==> src/rtl/vga_box_compositor.sv <==
// VGA timing generator with N_BOX alpha-blended rectangle layers over a background colour.
// Configuration lands in a pending bank and is committed to the active bank once per frame.
module vga_box_compositor #(
  parameter int COLOR_W  = 4,
  parameter int N_BOX    = 4,
  parameter int CW       = 10,
  parameter int H_ACTIVE = 640,
  parameter int H_FP     = 16,
  parameter int H_SYNC   = 96,
  parameter int H_BP     = 48,
  parameter int V_ACTIVE = 480,
  parameter int V_FP     = 10,
  parameter int V_SYNC   = 2,
  parameter int V_BP     = 33,
  localparam int IDX_W   = (N_BOX > 1) ? $clog2(N_BOX) : 1
) (
  input  logic                   clk,
  input  logic                   rst_n,
  input  logic                   pix_en,
  input  logic [3*COLOR_W-1:0]   bg_rgb,
  input  logic                   cfg_valid,
  output logic                   cfg_ready,
  input  logic [IDX_W-1:0]       cfg_idx,
  input  logic [CW-1:0]          cfg_x0,
  input  logic [CW-1:0]          cfg_y0,
  input  logic [CW-1:0]          cfg_x1,
  input  logic [CW-1:0]          cfg_y1,
  input  logic [3*COLOR_W-1:0]   cfg_rgb,
  input  logic [2:0]             cfg_alpha,
  input  logic                   cfg_en,
  output logic [COLOR_W-1:0]     vga_r,
  output logic [COLOR_W-1:0]     vga_g,
  output logic [COLOR_W-1:0]     vga_b,
  output logic                   vga_hs,
  output logic                   vga_vs,
  output logic                   frame_start
);

  localparam int H_TOTAL = H_ACTIVE + H_FP + H_SYNC + H_BP;
  localparam int V_TOTAL = V_ACTIVE + V_FP + V_SYNC + V_BP;
  localparam int RGB_W   = 3 * COLOR_W;
  localparam int MW      = COLOR_W + 3;

  logic [CW-1:0] h, v;
  logic          last_h, commit, cfg_we;

  assign last_h    = (h == CW'(H_TOTAL - 1));
  assign commit    = pix_en && last_h && (v == CW'(V_ACTIVE - 1));
  assign cfg_ready = !commit;
  assign cfg_we    = cfg_valid && cfg_ready && (int'(cfg_idx) < N_BOX);

  always_ff @(posedge clk or negedge rst_n) begin
    if (!rst_n) begin
      h <= '0;
      v <= '0;
    end else if (pix_en) begin
      if (last_h) begin
        h <= '0;
        v <= (v == CW'(V_TOTAL - 1)) ? '0 : v + 1'b1;
      end else begin
        h <= h + 1'b1;
      end
    end
  end

  logic [CW-1:0]    p_x0 [N_BOX], p_y0 [N_BOX], p_x1 [N_BOX], p_y1 [N_BOX];
  logic [RGB_W-1:0] p_rgb [N_BOX];
  logic [2:0]       p_alpha [N_BOX];
  logic             p_en [N_BOX];
  logic [CW-1:0]    a_x0 [N_BOX], a_y0 [N_BOX], a_x1 [N_BOX], a_y1 [N_BOX];
  logic [RGB_W-1:0] a_rgb [N_BOX];
  logic [2:0]       a_alpha [N_BOX];
  logic             a_en [N_BOX];

  // Alpha is clamped on the way in so the blend datapath only ever sees 0..4.
  always_ff @(posedge clk or negedge rst_n) begin
    if (!rst_n) begin
      for (int i = 0; i < N_BOX; i++) begin
        p_x0[i] <= '0;  p_y0[i] <= '0;  p_x1[i] <= '0;  p_y1[i] <= '0;
        p_rgb[i] <= '0; p_alpha[i] <= '0; p_en[i] <= 1'b0;
      end
    end else if (cfg_we) begin
      p_x0[cfg_idx]    <= cfg_x0;
      p_y0[cfg_idx]    <= cfg_y0;
      p_x1[cfg_idx]    <= cfg_x1;
      p_y1[cfg_idx]    <= cfg_y1;
      p_rgb[cfg_idx]   <= cfg_rgb;
      p_alpha[cfg_idx] <= (cfg_alpha > 3'd4) ? 3'd4 : cfg_alpha;
      p_en[cfg_idx]    <= cfg_en;
    end
  end

  always_ff @(posedge clk or negedge rst_n) begin
    if (!rst_n) begin
      for (int i = 0; i < N_BOX; i++) begin
        a_x0[i] <= '0;  a_y0[i] <= '0;  a_x1[i] <= '0;  a_y1[i] <= '0;
        a_rgb[i] <= '0; a_alpha[i] <= '0; a_en[i] <= 1'b0;
      end
    end else if (commit) begin
      for (int i = 0; i < N_BOX; i++) begin
        a_x0[i] <= p_x0[i];   a_y0[i] <= p_y0[i];
        a_x1[i] <= p_x1[i];   a_y1[i] <= p_y1[i];
        a_rgb[i] <= p_rgb[i]; a_alpha[i] <= p_alpha[i]; a_en[i] <= p_en[i];
      end
    end
  end

  logic [N_BOX-1:0] hit;
  logic             hs_raw, vs_raw, act_raw;

  always_comb begin
    hit = '0;
    for (int i = 0; i < N_BOX; i++)
      hit[i] = a_en[i] && (a_x0[i] <= h) && (h < a_x1[i]) && (a_y0[i] <= v) && (v < a_y1[i]);
  end

  assign act_raw = (h < CW'(H_ACTIVE)) && (v < CW'(V_ACTIVE));
  assign hs_raw  = !((h >= CW'(H_ACTIVE + H_FP)) && (h < CW'(H_ACTIVE + H_FP + H_SYNC)));
  assign vs_raw  = !((v >= CW'(V_ACTIVE + V_FP)) && (v < CW'(V_ACTIVE + V_FP + V_SYNC)));

  logic [N_BOX-1:0] s1_hit;
  logic             s1_act, s1_hs, s1_vs, s1_first;
  logic [RGB_W-1:0] s1_bg;

  always_ff @(posedge clk or negedge rst_n) begin
    if (!rst_n) begin
      s1_hit   <= '0;
      s1_act   <= 1'b0;
      s1_hs    <= 1'b1;
      s1_vs    <= 1'b1;
      s1_first <= 1'b0;
      s1_bg    <= '0;
    end else if (pix_en) begin
      s1_hit   <= hit;
      s1_act   <= act_raw;
      s1_hs    <= hs_raw;
      s1_vs    <= vs_raw;
      s1_first <= (h == '0) && (v == '0);
      s1_bg    <= bg_rgb;
    end
  end

  // Layers are folded in index order so higher indices land on top.
  logic [RGB_W-1:0] blend;
  logic [MW-1:0]    mix;

  always_comb begin
    blend = s1_bg;
    mix   = '0;
    for (int i = 0; i < N_BOX; i++) begin
      if (s1_hit[i]) begin
        for (int ch = 0; ch < 3; ch++) begin
          mix = MW'(a_alpha[i]) * MW'(a_rgb[i][ch*COLOR_W +: COLOR_W])
              + (MW'(4) - MW'(a_alpha[i])) * MW'(blend[ch*COLOR_W +: COLOR_W]);
          blend[ch*COLOR_W +: COLOR_W] = mix[COLOR_W+1:2];
        end
      end
    end
  end

  always_ff @(posedge clk or negedge rst_n) begin
    if (!rst_n) begin
      vga_r       <= '0;
      vga_g       <= '0;
      vga_b       <= '0;
      vga_hs      <= 1'b1;
      vga_vs      <= 1'b1;
      frame_start <= 1'b0;
    end else begin
      frame_start <= pix_en && s1_first;
      if (pix_en) begin
        vga_r  <= s1_act ? blend[3*COLOR_W-1:2*COLOR_W] : '0;
        vga_g  <= s1_act ? blend[2*COLOR_W-1:COLOR_W]   : '0;
        vga_b  <= s1_act ? blend[COLOR_W-1:0]           : '0;
        vga_hs <= s1_hs;
        vga_vs <= s1_vs;
      end
    end
  end

endmodule

==> config.mk <==
export PLATFORM = sky130hd
export DESIGN_NAME = vga_box_compositor
export DESIGN_NICKNAME = d
export VERILOG_FILES = /design/src/rtl/vga_box_compositor.sv
export SDC_FILE = /design/constraint.sdc
export NUM_CORES = 2
export LEC_CHECK = 0
export CAP_MARGIN = 0
export CORE_MARGIN = 4
export CORE_UTILIZATION = 60
export CTS_CLUSTER_DIAMETER = 80
export DETAILED_ROUTE_END_ITERATION = 12
export PLACE_DENSITY = 0.74
export SETUP_SLACK_MARGIN = 0.2
export SLEW_MARGIN = 0
export SYNTH_ARGS = -nofsm -noshare
export SYNTH_HDL_FRONTEND = slang
export SYNTH_SLANG_ARGS = --single-unit
==> constraint.sdc <==
create_clock -name clk -period 19.6 [get_ports clk]
set_clock_uncertainty 0.15 [all_clocks]
set_input_delay 1.96 -clock clk [delete_from_list [all_inputs] [get_ports clk]]
set_output_delay 1.96 -clock clk [all_outputs]
set_load 0.01 [all_outputs]
==> flow_metrics.py <==
metrics = {
    "hold_path": {
        "hold_path.class": "reg -> reg",
        "min_path_cells": 2,
        "min_from": "p_x1[33]",
        "min_to": "p_x1[33]",
    },
    "critical_path": {
        "r2r-end": "vga_g[3]",
        "cp_max_fo": 27,
        "crit_path_end_kind": "register",
        "timing.rr.start": "a_alpha[9]",
        "cpPeakStageDelay_ps": 810,
        "startpoint_type": "register",
        "r2r_cells": 57,
        "critical_path_arrival_ps": 18320,
        "crit_top_cell": "fa_1",
        "path_class": "reg -> reg",
        "crit_path_top_delay_cell": "dfrtp_1",
        "reg2reg_slack_ps": 1600,
        "worstPathRequired_ps": 19920,
    },
    "timing": {
        "rsz0062_at_grt": "no",
        "hold_violations": 0,
        "finalSetupViolCount": 0,
        "fin_ws_ps": 1600,
        "finalCritPeriodShare_pct": 91.8,
        "slew_viol_final": 0,
        "tns_ps": 0,
        "period_needed_ps": 18000,
        "tightest_slew_ps": 1010,
        "relSlewSlack_pct": 32.9,
        "max_freq_mhz": 55.6,
    },
    "placement": {
        "port_buffers": 89,
        "place.gp.congestion": 0.913,
        "pre_cts_slack_ps": 1590,
        "dpl.hpwl_mm": 53.9,
    },
    "flow_run": {
        "drv_cap": 0,
    },
    "grt": {
        "grt_pass1_wl_mm": 123,
        "grt_pass1_vias": 23239,
        "grt_overflow_total": 0,
        "antenna_found_initial": 0,
        "grt_usage_pct": 27.0,
        "grt_max_degree": 99,
    },
    "routing": {
        "avgViaCountPerCell": 5.72,
        "wl_mm": 75.1,
        "vias": 21524,
        "ant_nets": 0,
        "post_drt_wl_per_cell_microns": 20.0,
        "dr.pass1.iters": 6,
        "post-route-drc-count": 0,
        "drt_iter0_drc": 1409,
    },
    "synthesis": {
        "yosys.area.top_type": "dfrtp_1",
        "synth.yosys.seq_area_share_pct": 39.5,
        "ys.flop_type": "dfrtp_1",
        "synth.area.top_cells": "dfrtp_1 (39%), mux2_2 (13%), ha_1 (11%)",
        "synth-edff-count": 0,
        "syn_inst": 2966,
        "yosys.area_share.simple_pct": 12.5,
        "synth_top_family_by_area": "adder cells",
        "syn_avg_cell_area_sq_um": 10.7,
        "synth_mux_area_share_pct": 13.3,
        "synth_top_cell_area_share_pct": 39.2,
        "syn-num-nets": 3472,
        "ys_types": 65,
        "ys_seq_elements": 503,
        "post-synth-top-count-cell": "dfrtp_1",
        "synthArstFlopShare_pct": 100,
        "synth_compound_area_share_pct": 5.65,
        "yosys-top-cells-count": "dfrtp_1 (499), nand2_1 (463), mux2_2 (355), inv_1 (295), ha_1 (284)",
        "yosys_warnings": 0,
        "synth_fa_ha_area_share_pct": 20.5,
        "synth-xor-area-share_pct": 3.56,
        "syn_area_sq_mm": 0.0318,
    },
    "clock_network": {
        "cts_tree": "built",
        "cts_buffers": 54,
        "post_cts_resized": 0,
        "htree_levels": 2,
        "cts.sinks": 503,
        "ctsHoldBuffers": 0,
        "root_buffer": "clkbuf_16",
        "cts.clk_slew.worst_paths_ps": 60,
        "cts_buffer_depth": 3,
        "clk_latency_ps": 600,
        "post_cts_buffers": 0,
    },
    "pwr": {
        "p_clk_share_pct": 40.9,
        "power_density_mw_per_mm2": 76.6,
        "p_int_mw": 1.98,
        "swShare_pct": 26.7,
        "cellLeakagePower_nw": 17.6,
        "p_comb_share_pct": 14.4,
        "p_switching_uw": 724,
        "p_seq_share_pct": 44.7,
        "vdd_drop_max_mv": 0.0690,
    },
    "finish": {
        "n_fill_cell": 4035,
        "nets": 3541,
        "register_area_sq_mm": 0.0126,
        "num_antenna_cells": 0,
        "drive_gt1_share_pct": 16.4,
        "multi_input_comb_area_sq_mm": 0.0177,
        "areaGrowthSynthToFinish_pct": 11.0,
    },
    "floorplan": {
        "die_area_sq_mm": 0.0568,
        "rows": 84,
        "start_util_pct": 60.6,
        "die_h_microns": 238,
        "die_w_microns": 238,
        "io_pins": 90,
        "core_area_sq_mm": 0.0526,
    },
    "run_status": {
        "status": "finished clean",
    },
}
## cell families (layout without fill, tap and decap cells)
kind of cell               count (synthesis)  after routing
muxes                                    379            379
DFF                                      503            503
and+or+nand+nor                          859            859
buffers and inverters                    404            515
adders and majority gates                432            432
xor gates and xnor gates                 120            120
AOI/OAI and AO/OA                        269            269
## worst max path at each step
stage	from	end	depth (start not counted)
finish	a_alpha[9]	vga_g[3]	57
global route	a_alpha[9]	vga_g[3]	57
CTS	a_alpha[9]	vga_g[3]	57
detailed placement	a_alpha[9]	vga_g[3]	57
global placement	a_alpha[9]	vga_g[3]	57
floorplan	a_alpha[9]	vga_g[3]	60
## sequential cells by signal, indices dropped and copies added (netlist names), 10 cells and up
register / flops
p_x0: 40
p_alpha: 12
a_rgb: 48
v: 10
h: 10
s1_bg: 12
a_alpha: 12
p_y0: 40
a_y1: 40
p_rgb: 48
p_x1: 40
a_x0: 40
a_y0: 40
p_y1: 40
a_x1: 40
## power by group through the flow
stage / logic, mW / registers (mW) / clock network [mW]
4_1_cts: 0.395 / 1.21 / 1.12
3_3_place_gp: 0.371 / 1.22 / 0
6_report: 0.390 / 1.21 / 1.11
2_1_floorplan: 0.258 / 1.20 / 0
5_1_grt: 0.442 / 1.22 / 1.17
3_5_place_dp: 0.389 / 1.23 / 0
## routing by layer
| metal | track usage (%) | wire [microns] | vias to the layer above |
|---|---|---|---|
| met4 | 9.80 | 2930 | 0 |
| met1 | 34.9 | 31500 | 10912 |
| li1 | - | - | 9962 |
| met3 | 4.10 | 3320 | 175 |
| met5 | 0 | 0 | - |
| met2 | 46.7 | 37400 | 475 |
## worst max-delay path: cells and delay by family, from the launching register on
family	cells	cell delay, ps
fa+ha+maj	21	10150
simple gates	4	550
compound gates	15	3500
buf+inv	5	310
mux	1	160
xor+xnor	11	2200
flops	1	810
## through the flow
step                      std cells  util (%)  hold WS [ps]  power (mW)  cell area, sq um
final                          3765      67.3           318        2.71             35300
after floorplan                2966         -           292        1.45             31800
after CTS                      3765      67.3           324        2.73             35300
after global routing           3765      67.3           341        2.83             35300
after detailed placement       3667      63.6           309        1.62             33400
after global placement         3667      63.6           304        1.59             33400
## layout make-up
type | instances | area share [%]
multi-input combinational | 2059 | 50.1
timing repair buffer | 121 | 3.20
inverter | 296 | 3.14
clock buffer | 73 | 4.42
tap | 688 | 2.44
sequential | 503 | 35.6
clock inverter | 25 | 1.10
## layout by cell type (no fill, tap or decap), types with 30 or more instances in the layout
cell type	n
a21o_1	77
a21oi_1	60
and2_1	156
buf_4	32
clkbuf_16	55
clkdlybuf4s50_1	87
dfrtp_1	499
fa_1	148
ha_1	284
inv_1	295
mux2_2	355
nand2_1	461
nand3_1	30
nor2_1	88
o21ai_0	54
xnor2_1	78
xor2_1	36
Power figures use the tool's default switching activity.
